## config.mk

```make
export PLATFORM = sky130hd
export DESIGN_NAME = ventana_medicion_flat
export DESIGN_NICKNAME = d
export VERILOG_FILES = /design/src/rtl/ventana_medicion_if.sv /design/src/rtl/ventana_medicion.sv /design/src/flat_wrapper.sv
export SDC_FILE = /design/constraint.sdc
export NUM_CORES = 1
export LEC_CHECK = 0
export ABC_AREA = 1
export CAP_MARGIN = 20
export CORE_ASPECT_RATIO = 0.7
export CORE_MARGIN = 2
export CORE_UTILIZATION = 60
export DETAILED_ROUTE_END_ITERATION = 10
export PLACE_DENSITY = 0.91
export SLEW_MARGIN = 5
export SYNTH_ARGS = -nofsm -noshare
export SYNTH_HDL_FRONTEND = slang
export SYNTH_SLANG_ARGS = --single-unit
```

## constraint.sdc

```tcl
create_clock -name clk -period 2.3 [get_ports clk]
set_input_delay 0.345 -clock clk [delete_from_list [all_inputs] [get_ports clk]]
set_output_delay 0.345 -clock clk [all_outputs]
set_load 0.02 [all_outputs]
```

## src/rtl/ventana_medicion_if.sv

```systemverilog
// Control/status bundle between the heart-rate controller and the measurement-window timer.
interface ventana_medicion_if #(
    parameter int SEC_W = 8
);
    logic             start;
    logic             abort;
    logic             en_cont;
    logic [SEC_W-1:0] win_len;
    logic             tick_1s;
    logic             done;
    logic             busy;
    logic [SEC_W-1:0] seg_rest;
    logic [SEC_W-1:0] seg_trans;

    modport master (
        output start, abort, en_cont, win_len,
        input  tick_1s, done, busy, seg_rest, seg_trans
    );

    modport slave (
        input  start, abort, en_cont, win_len,
        output tick_1s, done, busy, seg_rest, seg_trans
    );
endinterface

```

## src/rtl/ventana_medicion.sv

```systemverilog
// Measurement-window timer: 1 s tick prescaler plus an N-second window with start/abort/pause.
// Define VENTANA_AUTORECARGA_EN for back-to-back windows that reload at expiry instead of stopping.
module ventana_medicion #(
    parameter int CLK_HZ   = 50000000,
    parameter int WINDOW_S = 60,
    parameter int SEC_W    = 8
) (
    input  logic              clk,
    input  logic              rst,
    ventana_medicion_if.slave bus
);
    localparam int               PW      = (CLK_HZ > 1) ? $clog2(CLK_HZ) : 1;
    localparam logic [PW-1:0]    PRE_TC  = PW'(CLK_HZ - 1);
    localparam logic [SEC_W-1:0] WIN_DEF = SEC_W'(WINDOW_S);

    typedef enum logic {IDLE, RUN} state_t;

    state_t           state_q, state_d;
    logic [PW-1:0]    presc_q, presc_d;
    logic [SEC_W-1:0] len_q, len_d;
    logic [SEC_W-1:0] seg_rest_q, seg_rest_d;
    logic [SEC_W-1:0] seg_trans_q, seg_trans_d;
    logic             tick_1s_q, tick_1s_d;
    logic             done_q, done_d;
    logic             busy_q, busy_d;

    logic             accept;
    logic             tick_evt;
    logic             expire;

    // Abort outranks every other event, so it masks both start acceptance and ticks.
    assign accept   = (state_q == IDLE) && bus.start && !bus.abort;
    assign tick_evt = (state_q == RUN) && bus.en_cont && !bus.abort && (presc_q == PRE_TC);
    assign expire   = tick_evt && (seg_rest_q == SEC_W'(1));

    always_ff @(posedge clk or posedge rst) begin
        if (rst) begin
            state_q     <= IDLE;
            presc_q     <= '0;
            len_q       <= WIN_DEF;
            seg_rest_q  <= '0;
            seg_trans_q <= '0;
            tick_1s_q   <= 1'b0;
            done_q      <= 1'b0;
            busy_q      <= 1'b0;
        end else begin
            state_q     <= state_d;
            presc_q     <= presc_d;
            len_q       <= len_d;
            seg_rest_q  <= seg_rest_d;
            seg_trans_q <= seg_trans_d;
            tick_1s_q   <= tick_1s_d;
            done_q      <= done_d;
            busy_q      <= busy_d;
        end
    end

    always_comb begin
        state_d = state_q;
        case (state_q)
            IDLE: if (accept) state_d = RUN;
            RUN: begin
                if (bus.abort) begin
                    state_d = IDLE;
                end else if (expire) begin
`ifdef VENTANA_AUTORECARGA_EN
                    state_d = RUN;
`else
                    state_d = IDLE;
`endif
                end
            end
            default: state_d = IDLE;
        endcase
    end

    always_comb begin
        presc_d     = presc_q;
        len_d       = len_q;
        seg_rest_d  = seg_rest_q;
        seg_trans_d = seg_trans_q;
        tick_1s_d   = 1'b0;
        done_d      = 1'b0;
        busy_d      = (state_d == RUN);

        if (bus.abort) begin
            presc_d    = '0;
            seg_rest_d = '0;
        end else if (accept) begin
            len_d       = (bus.win_len == '0) ? WIN_DEF : bus.win_len;
            seg_rest_d  = len_d;
            seg_trans_d = '0;
            presc_d     = '0;
        end else if ((state_q == RUN) && bus.en_cont) begin
            presc_d = (presc_q == PRE_TC) ? '0 : presc_q + PW'(1);
            if (tick_evt) begin
                tick_1s_d = 1'b1;
                if (expire) begin
                    done_d = 1'b1;
`ifdef VENTANA_AUTORECARGA_EN
                    seg_rest_d  = len_q;
                    seg_trans_d = '0;
`else
                    seg_rest_d  = '0;
                    seg_trans_d = len_q;
`endif
                end else begin
                    seg_rest_d  = seg_rest_q - SEC_W'(1);
                    seg_trans_d = seg_trans_q + SEC_W'(1);
                end
            end
        end
    end

    assign bus.tick_1s   = tick_1s_q;
    assign bus.done      = done_q;
    assign bus.busy      = busy_q;
    assign bus.seg_rest  = seg_rest_q;
    assign bus.seg_trans = seg_trans_q;
endmodule
```

## src/flat_wrapper.sv

```systemverilog
// flat-port wrapper written by rule: the top's interface ports become plain ports
module ventana_medicion_flat 
#(
    parameter int CLK_HZ   = 50000000,
    parameter int WINDOW_S = 60,
    parameter int SEC_W    = 8
)
  (clk, rst, bus_start, bus_abort, bus_en_cont, bus_win_len, bus_tick_1s, bus_done, bus_busy, bus_seg_rest, bus_seg_trans);
  ventana_medicion_if #(.SEC_W(SEC_W)) bus_i ();
  input  logic clk;
  input  logic rst;
  input wire logic [$bits(bus_i.start)-1:0] bus_start;
  input wire logic [$bits(bus_i.abort)-1:0] bus_abort;
  input wire logic [$bits(bus_i.en_cont)-1:0] bus_en_cont;
  input wire logic [$bits(bus_i.win_len)-1:0] bus_win_len;
  output wire logic [$bits(bus_i.tick_1s)-1:0] bus_tick_1s;
  output wire logic [$bits(bus_i.done)-1:0] bus_done;
  output wire logic [$bits(bus_i.busy)-1:0] bus_busy;
  output wire logic [$bits(bus_i.seg_rest)-1:0] bus_seg_rest;
  output wire logic [$bits(bus_i.seg_trans)-1:0] bus_seg_trans;
  assign bus_i.start = bus_start;
  assign bus_i.abort = bus_abort;
  assign bus_i.en_cont = bus_en_cont;
  assign bus_i.win_len = bus_win_len;
  assign bus_tick_1s = bus_i.tick_1s;
  assign bus_done = bus_i.done;
  assign bus_busy = bus_i.busy;
  assign bus_seg_rest = bus_i.seg_rest;
  assign bus_seg_trans = bus_i.seg_trans;
  ventana_medicion #(.CLK_HZ(CLK_HZ), .WINDOW_S(WINDOW_S), .SEC_W(SEC_W)) u_core (.clk(clk), .rst(rst), .bus(bus_i));
endmodule
```

# ---- After elaboration in Yosys (flattened, before gate mapping)
# Cells that the tools add are included.
dict set report totals {
  regBits 53
  latchBits 0
  ram_bits 0
  mem_bits_ro 0
  in_bits 13
  output_inout_bits 19
  wordCells 56
  mem_count 0
}
dict set report classes {
  addsub 3
  n_mul 0
  div_mod_pow 0
  magnitude_cmp 0
  eq_ne 2
  shift 0
  n_mux 27
  bitwise_logic 2
  reduce_logical 15
}
# cell n
set op_table {}
lappend op_table {{26-bit 2-to-1 mux} 4}
lappend op_table {{8-bit 2-to-1 mux} 10}
lappend op_table {{26-bit by 1-bit adder with 26-bit output (second input constant)} 1}
lappend op_table {{26-bit == test (second input constant)} 1}
lappend op_table {{1-bit 2-to-1 mux} 12}
lappend op_table {{8-bit by 1-bit adder with 8-bit output (second input constant)} 1}
lappend op_table {{8-bit by 1-bit == test with 1-bit output (second input constant)} 1}
lappend op_table {{8-bit zero test} 1}
lappend op_table {{8-bit by 1-bit subtractor with 8-bit output (second input constant)} 1}
lappend op_table {{1-bit logical AND} 6}
lappend op_table {{3-bit nonzero test} 2}
lappend op_table {{2-bit AND reduction} 2}
lappend op_table {{2-bit nonzero test} 2}
lappend op_table {{3-bit AND reduction} 1}
lappend op_table {{1-bit inverter} 2}
lappend op_table {{1-bit case mux with 2 select lines} 1}
lappend op_table {{1-bit zero test} 1}

# ---- Depth between registers and ports, before layout
# Gate-level depths: netlist (run 1).
dict set report logic_depth {
  ltp_word 9
  depth_mapped 11
  mapped_depth_nobuf 11
}

# ---- Worst setup path after synthesis (run 1)
# No wires, ideal clock.
dict set report synth_path {
  path_kind {flip-flop to flip-flop}
  from {register u_core.presc_q[0]}
  to {register u_core.presc_q[7]}
  setup_ns 0.130
  arrival_time_ns 1.393
  required_ns 2.170
  setup_slack_ns 0.777
  path_stages_with_launch 12
  period_less_slack_ns 1.523
  path_cell_list {dfrtp_1 ha_1 nand2_2 nor2_4 nand2_1 nor2_2 nand2_1 nand2_4 inv_4 buf_12 nand3_2 o21ai_1}
}
dict set report synth_between {
  elab_chain_cells 5
}
# item line
set synth_lines {}
lappend synth_lines {{start: declaration} ventana_medicion.sv:19} ;# logic [PW-1:0] presc_q, presc_d;
lappend synth_lines {{start signal: assignment} ventana_medicion.sv:48} ;# presc_q <= presc_d;
lappend synth_lines {{26-bit by 1-bit adder with 26-bit output / 26-bit == test (equally long branches)} ventana_medicion.sv:95} ;# presc_d = (presc_q == PRE_TC) ? '0 : presc_q + PW'(1);
lappend synth_lines {{26-bit 2-to-1 mux (*)} ventana_medicion.sv:95}
lappend synth_lines {{26-bit 2-to-1 mux (*)} ventana_medicion.sv:94} ;# end else if ((state_q == RUN) && bus.en_cont) begin
lappend synth_lines {{26-bit 2-to-1 mux (*)} ventana_medicion.sv:89} ;# end else if (accept) begin
lappend synth_lines {{26-bit 2-to-1 mux (*)} ventana_medicion.sv:86} ;# if (bus.abort) begin
# Every way passes the cells marked *; elsewhere a longest branch is shown, timed or not. The select of a mux whose other input is x is not followed.
# A chain may end at the register's enable or synchronous reset.

# ---- Worst setup path in the final report (run 1)
dict set report layout_path {
  from {register u_core.presc_q[0]}
  to {register u_core.presc_q[2]}
}
# The elaborated chain is that of the path after synthesis.

==> impl_metrics.sql, run 1 <==
INSERT INTO impl_metrics (metric_group, metric, value, unit) VALUES
('run_status', 'status', 'complete, no violations', ''),
('setup_path', 'setup.worst_path.start_class', 'register', ''),
('synthesis', 'post_synthesis_net_count', '482', ''),
('grt', 'grt_pass1_vias', '3051', ''),
('power', 'sequentialPowerShare', '51.5', '%'),
('clock_tree', 'cts_tree', 'yes', ''),
('floorplanning', 'chipWidth', '93.5', 'µm'),
('grt', 'grt_antenna_before_repair', '0', ''),
('setup_path', 'critPathRequiredTime', '2.52', 'ns'),
('detailed_routing', 'postRouteWirelength', '8.45', 'mm'),
('cells_and_area', 'drive_above_1_share', '11.7', '%'),
('power', 'clock_power_share', '28.8', '%'),
('power', 'cellInternalPower', '1.37', 'mW'),
('timing', 'finalClockSkew', '0.0102', 'ns'),
('clock_tree', 'cts-buffers-inserted', '5', ''),
('timing', 'timing.final.crit_share', '84.5', '%'),
('synthesis', 'synth-async-reset-ratio', '100', '%'),
('timing', 'fin_crit', '1.94', 'ns'),
('setup_path', 'setup_crit_end_kind', 'register', ''),
('detailed_routing', 'ant_nets', '0', ''),
('synthesis', 'ys_types', '34', ''),
('detailed_routing', 'detail_route.iter0.violations', '392', ''),
('power', 'vdd_ir_drop_max', '0.378', 'mV'),
('synthesis', 'synth_seq_cells', '53', ''),
('floorplanning', 'fp-row-count', '22', ''),
('synthesis', 'ys_warn_count', '0', ''),
('setup_path', 'rrSetupSlack', '0.36', 'ns'),
('cells_and_area', 'final_nets', '519', ''),
('cells_and_area', 'area_growth_syn_to_layout', '14.7', '%'),
('cells_and_area', 'diodes', '0', ''),
('timing', 'setup_viol', '0', ''),
('cells_and_area', 'n_fill_cell', '390', ''),
('detailed_routing', 'route.detailed.wl_per_inst', '14.7', 'µm'),
('timing', 'timing_hold_violations_final', '0', ''),
('timing', 'relSlewSlack', '67.3', '%'),
('clock_tree', 'cts.repair_timing.setup_buffer_count', '0', ''),
('floorplanning', 'fp.coreArea', '5310', 'µm²'),
('power', 'power.switching', '0.639', 'mW'),
('power', 'combPwrFrac', '19.7', '%'),
('place', 'dpl.hpwl', '6.09', 'mm'),
('setup_path', 'worst_r2r_startpoint', 'u_core.presc_q[0]', ''),
('timing', 'final_max_slew_viols', '0', ''),
('timing', 'tightest_slew', '0.486', 'ns'),
('timing', 'tns', '0', 'ns'),
('setup_path', 'worst-setup-path-type', 'reg2reg', ''),
('setup_path', 'regToRegEndpoint', 'u_core.presc_q[2]', ''),
('run', 'cap_violations', '0', ''),
('place', 'port-buffer-count', '31', ''),
('power', 'power', '2.01', 'mW'),
('synthesis', 'syn_inst', '465', ''),
('synthesis', 'synthTopCellsByArea', 'dfrtp_1 36%, nand2_1 17%, inv_1 6.1%, nor2_1 5.7%, nand3_1 4.0%', ''),
('floorplanning', 'initial_utilization', '63.3', '%'),
('synthesis', 'post_synth_most_frequent_cells', '150 x nand2_1, 55 x inv_1, 51 x nor2_1', ''),
('grt', 'grt_use_total', '29.2', '%'),
('setup_path', 'worstPathArrival', '2.16', 'ns'),
('clock_tree', 'clock-root-buffer', 'clkbuf_8', ''),
('synthesis', 'synthesis.area', '3360', 'µm²'),
('setup_path', 'worst-r2r-cell-count', '10', ''),
('place', 'routabilityCongestion', '0.923', ''),
('floorplanning', 'dieArea', '6230', 'µm²'),
('detailed_routing', 'via_count_normalized_by_instance_count', '5.63', ''),
('detailed_routing', 'drc', '0', ''),
('synthesis', 'synth-edff-count', '0', ''),
('clock_tree', 'cts-htree-levels', '2', ''),
('clock_tree', 'clock_tree.buffer_depth', '2', ''),
('timing', 'max_clock_freq', '515', 'MHz'),
('detailed_routing', 'detailroute.via_count', '3240', ''),
('timing', 'hold_ws', '0.379', 'ns'),
('detailed_routing', 'drtPass1Iterations', '5', ''),
('synthesis', 'ys_dominant_reg_cell', 'dfrtp_1', ''),
('timing', 'grt_setup_unrepaired', 'no', '');
-- final cells by class --
| class | instances | area, µm² | share of cell area (%) |
|---|---|---|---|
| Inverter | 57 | 216 | 5.61 |
| Sequential cell | 53 | 1330 | 34.5 |
| Tap cell | 72 | 90.1 | 2.33 |
| Timing Repair Buffer | 39 | 383 | 9.92 |
| Clock buffer | 5 | 68.8 | 1.78 |
| Multi-Input combinational cell | 346 | 1740 | 45.2 |
| Clock inverter | 3 | 25.0 | 0.649 |
-- cell families (layout without fill, tap and decap cells) --
group,after synthesis,after routing,synth area share (%)
AO/OA/AOI/OAI,56,56,9.15
flip-flops,53,53,39.6
AND/OR/NAND/NOR,273,273,37.8
buffers and inverters,66,104,8.59
adder cells (fa/ha/maj),4,4,1.49
XOR/XNOR,13,13,3.38
-- routing by layer --
layer	share of wire [%]	up-vias	wire, µm	global-route usage, %
li1	-	1544	-	-
met5	0	-	0	0
met3	7.8	16	658	4.52
met4	1.5	0	129	11.8
met1	45	1514	3820	41.8
met2	45	166	3840	44.5
-- worst max-delay path: stages (launching register included) --
cell	delay [ns]
dfrtp_1	0.45
ha_1	0.22
nand2_2	0.11
nor2_4	0.19
nand2_1	0.09
nor2_2	0.12
nand2_1	0.10
nand2_4	0.19
inv_4	0.14
o21ai_0	0.10
o21ai_0	0.09
-- cells in the final DEF, fill, tap and decap left out, drive strengths merged --
cell type      count
xor2              10
inv               59
dfrtp             49
clkbuf             5
a21oi             14
nand3b             3
o211ai             5
buf                8
nor2              66
dfstp              4
a31oi              1
nand4              3
nand3             35
or2                1
clkinvlp           1
o21ai             28
nand2            160
nor3               5
clkdlybuf4s50     31
ha                 4
xnor2              3
o22ai              8
-- through the flow --
stage | cell area (µm²) | worst slack [ns] | util [%]
finish | 3860 | 0.357 | 72.6
global route | 3860 | 0.240 | 72.6
CTS | 3860 | 0.394 | 72.6
detailed placement | 3760 | 0.258 | 70.9
global placement | 3760 | 0.335 | 70.9
floorplan | 3360 | 0.675 | -
-- sequential cells by signal, indices dropped and copies added, names as in the netlist --
| signal | flops |
|---|---|
| u_core.presc_q | 26 |
| u_core.len_q | 8 |
| u_core.bus.tick_1s | 1 |
| u_core.bus.seg_rest | 8 |
| u_core.state_q | 1 |
| u_core.bus.done | 1 |
| u_core.bus.seg_trans | 8 |
-- how the worst max path moves through the flow --
| stage | to | from | cells past startpoint |
|---|---|---|---|
| after floorplan | u_core.bus.done | rst | 1 |
| after detailed placement | u_core.presc_q[2] | bus_en_cont | 7 |
| final | u_core.presc_q[2] | u_core.presc_q[0] | 10 |
| after global placement | u_core.presc_q[2] | bus_en_cont | 7 |
| after CTS | u_core.presc_q[2] | u_core.presc_q[0] | 10 |
| after global routing | u_core.presc_q[2] | u_core.presc_q[0] | 10 |
-- power by group through the flow --
stage	logic [mW]	registers, mW	clock network [mW]
after floorplan	0.233	1.07	0
final	0.397	1.04	0.580
after detailed placement	0.390	1.05	0
after CTS	0.395	1.04	0.577
after global placement	0.377	1.05	0
after global routing	0.441	1.04	0.614
Power figures use the tool's default switching activity.
==> run 2, diff against run 1 <==
- CORE_UTILIZATION: 60 -> 52
- PLACE_DENSITY: 0.91 -> 0.84
- clock period: 2.3 -> 1.7 ns (I/O delays scaled with it)
==> impl_metrics.sql, run 2 (same netlist as run 1, synthesis figures left out) <==
INSERT INTO impl_metrics (metric_group, metric, value, unit) VALUES
('place', 'routabilityCongestion', '0.936', ''),
('detailed_routing', 'route.detailed.wl_per_inst', '14.9', 'µm'),
('cells_and_area', 'n_fill_cell', '473', ''),
('clock_tree', 'hold_buffers', '0', ''),
('detailed_routing', 'ant_nets', '0', ''),
('grt', 'grt_antenna_before_repair', '0', ''),
('clock_tree', 'clock_tree.buffer_depth', '2', ''),
('timing', 'finalClockSkew', '0.0202', 'ns'),
('timing', 'setup_viol', '2', ''),
('clock_tree', 'cts_tree', 'yes', ''),
('power', 'cellLeakagePower', '2.10', 'nW'),
('worst_hold_path', 'min_path_type', 'in2async', ''),
('cells_and_area', 'drive_above_1_share', '20.0', '%'),
('clock_tree', 'worstSkewPairLatency', '0.33', 'ns'),
('setup_path', 'critical_path.top_delay_family', 'simple AND/OR/NAND/NOR gates', ''),
('detailed_routing', 'postRouteWirelength', '9.05', 'mm'),
('floorplanning', 'pin_count', '32', ''),
('timing', 'tns', '-0.0370', 'ns'),
('power', 'vdd_ir_drop_max', '0.388', 'mV'),
('place', 'placed_area', '3930', 'µm²'),
('grt', 'grt_start_max_net_pins', '45', ''),
('floorplanning', 'initial_utilization', '53.9', '%'),
('setup_path', 'setup.worst_path.start', 'u_core.presc_q[1]', ''),
('place', 'dpl.hpwl', '6.31', 'mm'),
('power', 'cellPowerDensity', '666', 'nW/µm²'),
('cells_and_area', 'layout_commonest_cell', 'nand2_1', ''),
('detailed_routing', 'drtPass1Iterations', '5', ''),
('grt', 'gr-total-overflow', '0', ''),
('setup_path', 'setup_crit_end_kind', 'register', ''),
('setup_path', 'max_stage_delay', '0.37', 'ns'),
('detailed_routing', 'detailroute.via_count', '3359', ''),
('timing', 'max_clock_freq', '580', 'MHz'),
('cells_and_area', 'largest_register_ffs', '26', ''),
('setup_path', 'setup.worst_path.start_class', 'register', ''),
('detailed_routing', 'drc', '0', ''),
('setup_path', 'worst-setup-path-type', 'reg2reg', ''),
('floorplanning', 'fp-row-count', '24', ''),
('timing', 'tightest_slew', '0.496', 'ns'),
('run', 'cap_violations', '0', ''),
('detailed_routing', 'via_count_normalized_by_instance_count', '5.52', ''),
('floorplanning', 'fp.coreArea', '6250', 'µm²'),
('timing', 'final_max_slew_viols', '0', ''),
('timing', 'timing.final.crit_share', '101', '%'),
('setup_path', 'critical_path_peak_fanout', '6', ''),
('timing', 'relSlewSlack', '66.9', '%'),
('floorplanning', 'die_h', '71.3', 'µm'),
('setup_path', 'worstPathArrival', '1.98', 'ns'),
('place', 'pre_cts_slack', '-0.0531', 'ns'),
('place', 'port-buffer-count', '31', ''),
('cells_and_area', 'multi_input_comb_area', '1850', 'µm²'),
('floorplanning', 'dieArea', '7140', 'µm²'),
('setup_path', 'critPathRequiredTime', '1.95', 'ns'),
('setup_path', 'worst_r2r_startpoint', 'u_core.presc_q[1]', ''),
('cells_and_area', 'final_nets', '547', ''),
('setup_path', 'bufs_and_invs_on_worst_path', '1', ''),
('timing', 'layout_setup_ws', '-0.0232', 'ns'),
('run_status', 'violations', 'setup timing', ''),
('grt', 'grt_pass1_vias', '2979', ''),
('floorplanning', 'chipWidth', '100', 'µm'),
('cells_and_area', 'stdcell_area', '4230', 'µm²'),
('grt', 'grt_use_total', '24.7', '%'),
('cells_and_area', 'diodes', '0', ''),
('cells_and_area', 'sequential_cell_area', '1330', 'µm²'),
('run_status', 'status', 'finished, violations left', ''),
('detailed_routing', 'detail_route.iter0.violations', '345', ''),
('cells_and_area', 'area_growth_syn_to_layout', '25.7', '%'),
('clock_tree', 'cts-htree-levels', '2', ''),
('grt', 'grt_first_pass_wirelength', '14.1', 'mm'),
('clock_tree', 'clock_sinks', '53', ''),
('clock_tree', 'clock-root-buffer', 'clkbuf_8', ''),
('clock_tree', 'cts-buffers-inserted', '5', ''),
('cells_and_area', 'final_cell_mix', '146 x nand2_1, 53 x inv_1, 49 x dfrtp_1', ''),
('timing', 'grt_setup_unrepaired', 'yes', ''),
('cells_and_area', 'top_register_by_number_of_flip_flops', 'u_core.presc_q', ''),
('clock_tree', 'clk_pin_slew_worst_paths', '0.12', 'ns'),
('setup_path', 'critical_path_cell_sequence', 'ha_2 > nand2_4 > nor2_4 > nand2_2 > nor2_4 > nand3_4 > buf_8 > a21oi_4 > nand2_2 > nand2_1', ''),
('timing', 'timing_hold_violations_final', '0', ''),
('setup_path', 'timing.critical_path.slowest_stage_cell', 'dfrtp_1', ''),
('timing', 'fin_crit', '1.72', 'ns');
[run 2: cell types whose count changed in the layout (fill, tap and decap cells not counted), sizes merged]
cell           delta
dlygate4sd2       +2
clkdlybuf4s50     -7
buf              +27
clkbuf            +1
inv               -1
dlymetal6s2s      +5
clkinv            +1
[run 2: per-stage QoR]
| stage | cells | total power [mW] | util (%) | hold WS, ns |
|---|---|---|---|---|
| after CTS | 602 | 2.77 | 64.5 | 0.167 |
| final | 609 | 2.82 | 67.7 | 0.148 |
| after global routing | 609 | 2.93 | 67.7 | 0.169 |
| after detailed placement | 594 | 2.02 | 62.9 | 0.458 |
| after global placement | 594 | 2.01 | 62.9 | 0.454 |
| after floorplan | 465 | 1.76 | - | 0.383 |
[run 2: cell type report]
cell class / count / share of cell area [%]
Clock inverter: 3 / 0.592
Sequential cell: 53 / 31.5
Timing Repair Buffer: 67 / 15.0
Clock buffer: 5 / 1.63
Inverter: 57 / 5.18
Multi-Input combinational cell: 346 / 43.8
Tap cell: 78 / 2.31
[run 2: routing by layer]
layer,up-vias,routed length (µm),track usage [%]
met5,-,0,0
met4,0,144,5.94
met3,22,695,3.32
met2,176,3890,35.6
met1,1560,4320,39.3
li1,1601,-,-
[run 2: worst paths after layout]
kind	depth (start not counted)	endpoint	slack, ns
setup reg to reg	10	u_core.bus.seg_rest[4]	-0.02
hold reg to reg	2	u_core.len_q[5]	0.48
hold / removal	2	u_core.bus.seg_trans[6]	0.15
min in group clk	2	u_core.len_q[5]	0.48
max in group asynchronous	3	u_core.len_q[3]	0.99
setup / recovery	10	u_core.bus.seg_rest[4]	-0.02
[run 2: timing repair]
action                                  CTS  global route
endpoints found under the hold margin     0             0
gates resized for setup                   4            40
gates cloned                              0             1
endpoints found under the setup margin    5            41
pin swaps                                 0            16
setup buffers                             0             6
[run 2: where the power goes]
part	switching, mW	total, mW	internal [mW]	leakage (nW)
registers	0.0426	1.38	1.34	0.712
clock network	0.490	0.789	0.299	0.0447
logic	0.381	0.647	0.266	1.35
total	0.913	2.82	1.91	2.10
==> run 3, diff against run 2 <==
- CORE_UTILIZATION: 52 -> 58
- PLACE_DENSITY: 0.84 -> 0.89
- clock period: 1.7 -> 1.95 ns (I/O delays scaled with it)
==> impl_metrics.sql, run 3 (same netlist as run 1, synthesis figures left out) <==
INSERT INTO impl_metrics (metric_group, metric, value, unit) VALUES
('grt', 'grt_pass1_vias', '2897', ''),
('power', 'cellPowerDensity', '633', 'nW/µm²'),
('floorplanning', 'pin_count', '32', ''),
('timing', 'final_max_slew_viols', '0', ''),
('cells_and_area', 'drive_above_1_share', '12.6', '%'),
('clock_tree', 'worstSkewPairLatency', '0.32', 'ns'),
('clock_tree', 'clock-root-buffer', 'clkbuf_8', ''),
('cells_and_area', 'n_fill_cell', '443', ''),
('setup_path', 'rrSetupSlack', '0.11', 'ns'),
('detailed_routing', 'ant_nets', '0', ''),
('cells_and_area', 'multi_input_comb_area', '1740', 'µm²'),
('power', 'vdd_ir_drop_max', '0.405', 'mV'),
('clock_tree', 'post_cts_resize_count', '0', ''),
('timing', 'finalClockSkew', '0.0102', 'ns'),
('cells_and_area', 'final_cell_mix', '150 x nand2_1, 54 x inv_1, 51 x nor2_1', ''),
('run_status', 'status', 'complete, no violations', ''),
('clock_tree', 'cts_tree', 'yes', ''),
('timing', 'max_clock_freq', '544', 'MHz'),
('cells_and_area', 'layout_commonest_cell', 'nand2_1', ''),
('place', 'placed_area', '3810', 'µm²'),
('cells_and_area', 'stdcell_area', '3920', 'µm²'),
('clock_tree', 'hold_buffers', '0', ''),
('detailed_routing', 'detailroute.via_count', '3235', ''),
('cells_and_area', 'diodes', '0', ''),
('worst_hold_path', 'min_path_type', 'in2async', ''),
('setup_path', 'worst-r2r-cell-count', '10', ''),
('detailed_routing', 'route.detailed.wl_per_inst', '14.7', 'µm'),
('setup_path', 'critical_path_peak_fanout', '14', ''),
('setup_path', 'setup.worst_path.start_class', 'register', ''),
('setup_path', 'worstPathArrival', '2.03', 'ns'),
('timing', 'tightest_slew', '0.416', 'ns'),
('floorplanning', 'fp.coreArea', '5670', 'µm²'),
('setup_path', 'critPathRequiredTime', '2.14', 'ns'),
('timing', 'timing_hold_violations_final', '0', ''),
('grt', 'grt_antenna_before_repair', '0', ''),
('clock_tree', 'clock_sinks', '53', ''),
('grt', 'globalRoute.busiestLayer', 'met2', ''),
('setup_path', 'timing.critical_path.slowest_stage_cell', 'dfrtp_1', ''),
('clock_tree', 'clock_tree.buffer_depth', '2', ''),
('setup_path', 'worst-setup-path-type', 'reg2reg', ''),
('grt', 'grt_first_pass_wirelength', '13.9', 'mm'),
('setup_path', 'critical_path.most_common_cell', 'nand2_1', ''),
('setup_path', 'max_stage_delay', '0.42', 'ns'),
('setup_path', 'worst_r2r_startpoint', 'u_core.presc_q[0]', ''),
('detailed_routing', 'via_count_normalized_by_instance_count', '5.55', ''),
('timing', 'relSlewSlack', '72.1', '%'),
('cells_and_area', 'sequential_cell_area', '1330', 'µm²'),
('cells_and_area', 'final_nets', '524', ''),
('clock_tree', 'clk_pin_slew_worst_paths', '0.11', 'ns'),
('detailed_routing', 'drtPass1Iterations', '5', ''),
('clock_tree', 'cts.repair_timing.setup_buffer_count', '0', ''),
('timing', 'setup_viol', '0', ''),
('grt', 'grt_use_total', '28.2', '%'),
('floorplanning', 'chipWidth', '95.0', 'µm'),
('power', 'cellLeakagePower', '1.86', 'nW'),
('grt', 'gr-total-overflow', '0', ''),
('grt', 'grt_use_met3', '4.91', '%'),
('place', 'routabilityCongestion', '0.949', ''),
('detailed_routing', 'detail_route.iter0.violations', '292', ''),
('setup_path', 'setup_crit_end_kind', 'register', ''),
('floorplanning', 'dieArea', '6440', 'µm²'),
('setup_path', 'regToRegEndpoint', 'u_core.presc_q[18]', ''),
('detailed_routing', 'drc', '0', ''),
('cells_and_area', 'area_growth_syn_to_layout', '16.5', '%'),
('timing', 'fin_crit', '1.84', 'ns'),
('clock_tree', 'cts-htree-levels', '2', ''),
('timing', 'tns', '0', 'ns'),
('place', 'port-buffer-count', '31', ''),
('floorplanning', 'initial_utilization', '59.3', '%'),
('place', 'dpl.hpwl', '6.36', 'mm'),
('setup_path', 'critical_path_cell_sequence', 'ha_1 > nand2_2 > nor2_4 > nand2_1 > nor2_2 > nand2_1 > nand2_4 > inv_4 > nand3_1 > o21ai_0', ''),
('detailed_routing', 'postRouteWirelength', '8.57', 'mm'),
('run', 'cap_violations', '0', ''),
('cells_and_area', 'top_register_by_number_of_flip_flops', 'u_core.presc_q', ''),
('floorplanning', 'fp-row-count', '23', ''),
('grt', 'grtUsageMet1', '41.8', '%'),
('timing', 'timing.final.crit_share', '94.3', '%'),
('timing', 'grt_setup_unrepaired', 'no', ''),
('clock_tree', 'cts-buffers-inserted', '5', ''),
('cells_and_area', 'largest_register_ffs', '26', ''),
('grt', 'globalRouteMet2Util', '42.4', '%'),
('floorplanning', 'die_h', '67.7', 'µm'),
('grt', 'grt_start_max_net_pins', '54', '');
-- run 3: cell types whose count changed in the layout (fill, tap and decap cells not counted), sizes merged --
cell / change
clkbuf: -1
bufinv: +1
buf: -22
clkdlybuf4s50: +7
dlymetal6s2s: -5
inv: -1
dlygate4sd2: -2
-- run 3: worst max path at each step --
stage	to	cells after the start	slack (ns)	from
after global placement	u_core.bus.seg_rest[2]	9	0.16	bus_en_cont
after global routing	u_core.presc_q[18]	10	0.009	u_core.presc_q[0]
after floorplan	u_core.bus.done	1	0.38	rst
after CTS	u_core.presc_q[18]	10	0.13	u_core.presc_q[0]
after detailed placement	u_core.presc_q[2]	8	0.09	bus_en_cont
final	u_core.presc_q[18]	10	0.11	u_core.presc_q[0]
-- run 3: final cells by class --
type	instances	share of cell area (%)
clock buffer	5	1.75
clock inverter	3	1.18
inverter	57	5.52
multi-input combinational	346	44.5
sequential	53	34.0
tap	75	2.39
timing repair buffer	44	10.7
-- run 3: per-stage QoR --
step                      util (%)  instances  hold slack [ns]  total power [mW]  setup slack [ns]
after floorplan                  -        465            0.421              1.54             0.378
after global placement        67.1        575            0.452              1.70             0.156
after detailed placement      67.1        575            0.461              1.71            0.0936
after CTS                     69.2        583            0.357              2.47             0.134
after global routing          69.2        583            0.358              2.58           0.00900
final                         69.2        583            0.329              2.48             0.110
-- run 3: critical path: cells and delay by family (launching register included) --
kind	cells	cell delay, ns
and+or+nand+nor	7	0.86
DFF	1	0.42
adders and majority gates	1	0.19
buffers and inverters	1	0.12
AOI/OAI and AO/OA	1	0.10
-- run 3: where the power goes --
part / leakage [nW] / total [mW] / internal (mW) / switching [mW]
logic: 1.10 / 0.485 / 0.194 / 0.291
registers: 0.712 / 1.22 / 1.17 / 0.0534
clock network: 0.0543 / 0.774 / 0.385 / 0.389
-- run 3: metal layers --
| metal | vias to the layer above | routed length, µm |
|---|---|---|
| met3 | 17 | 635 |
| met2 | 140 | 3860 |
| met4 | 0 | 158 |
| met5 | - | 0 |
| li1 | 1555 | - |
| met1 | 1523 | 3920 |
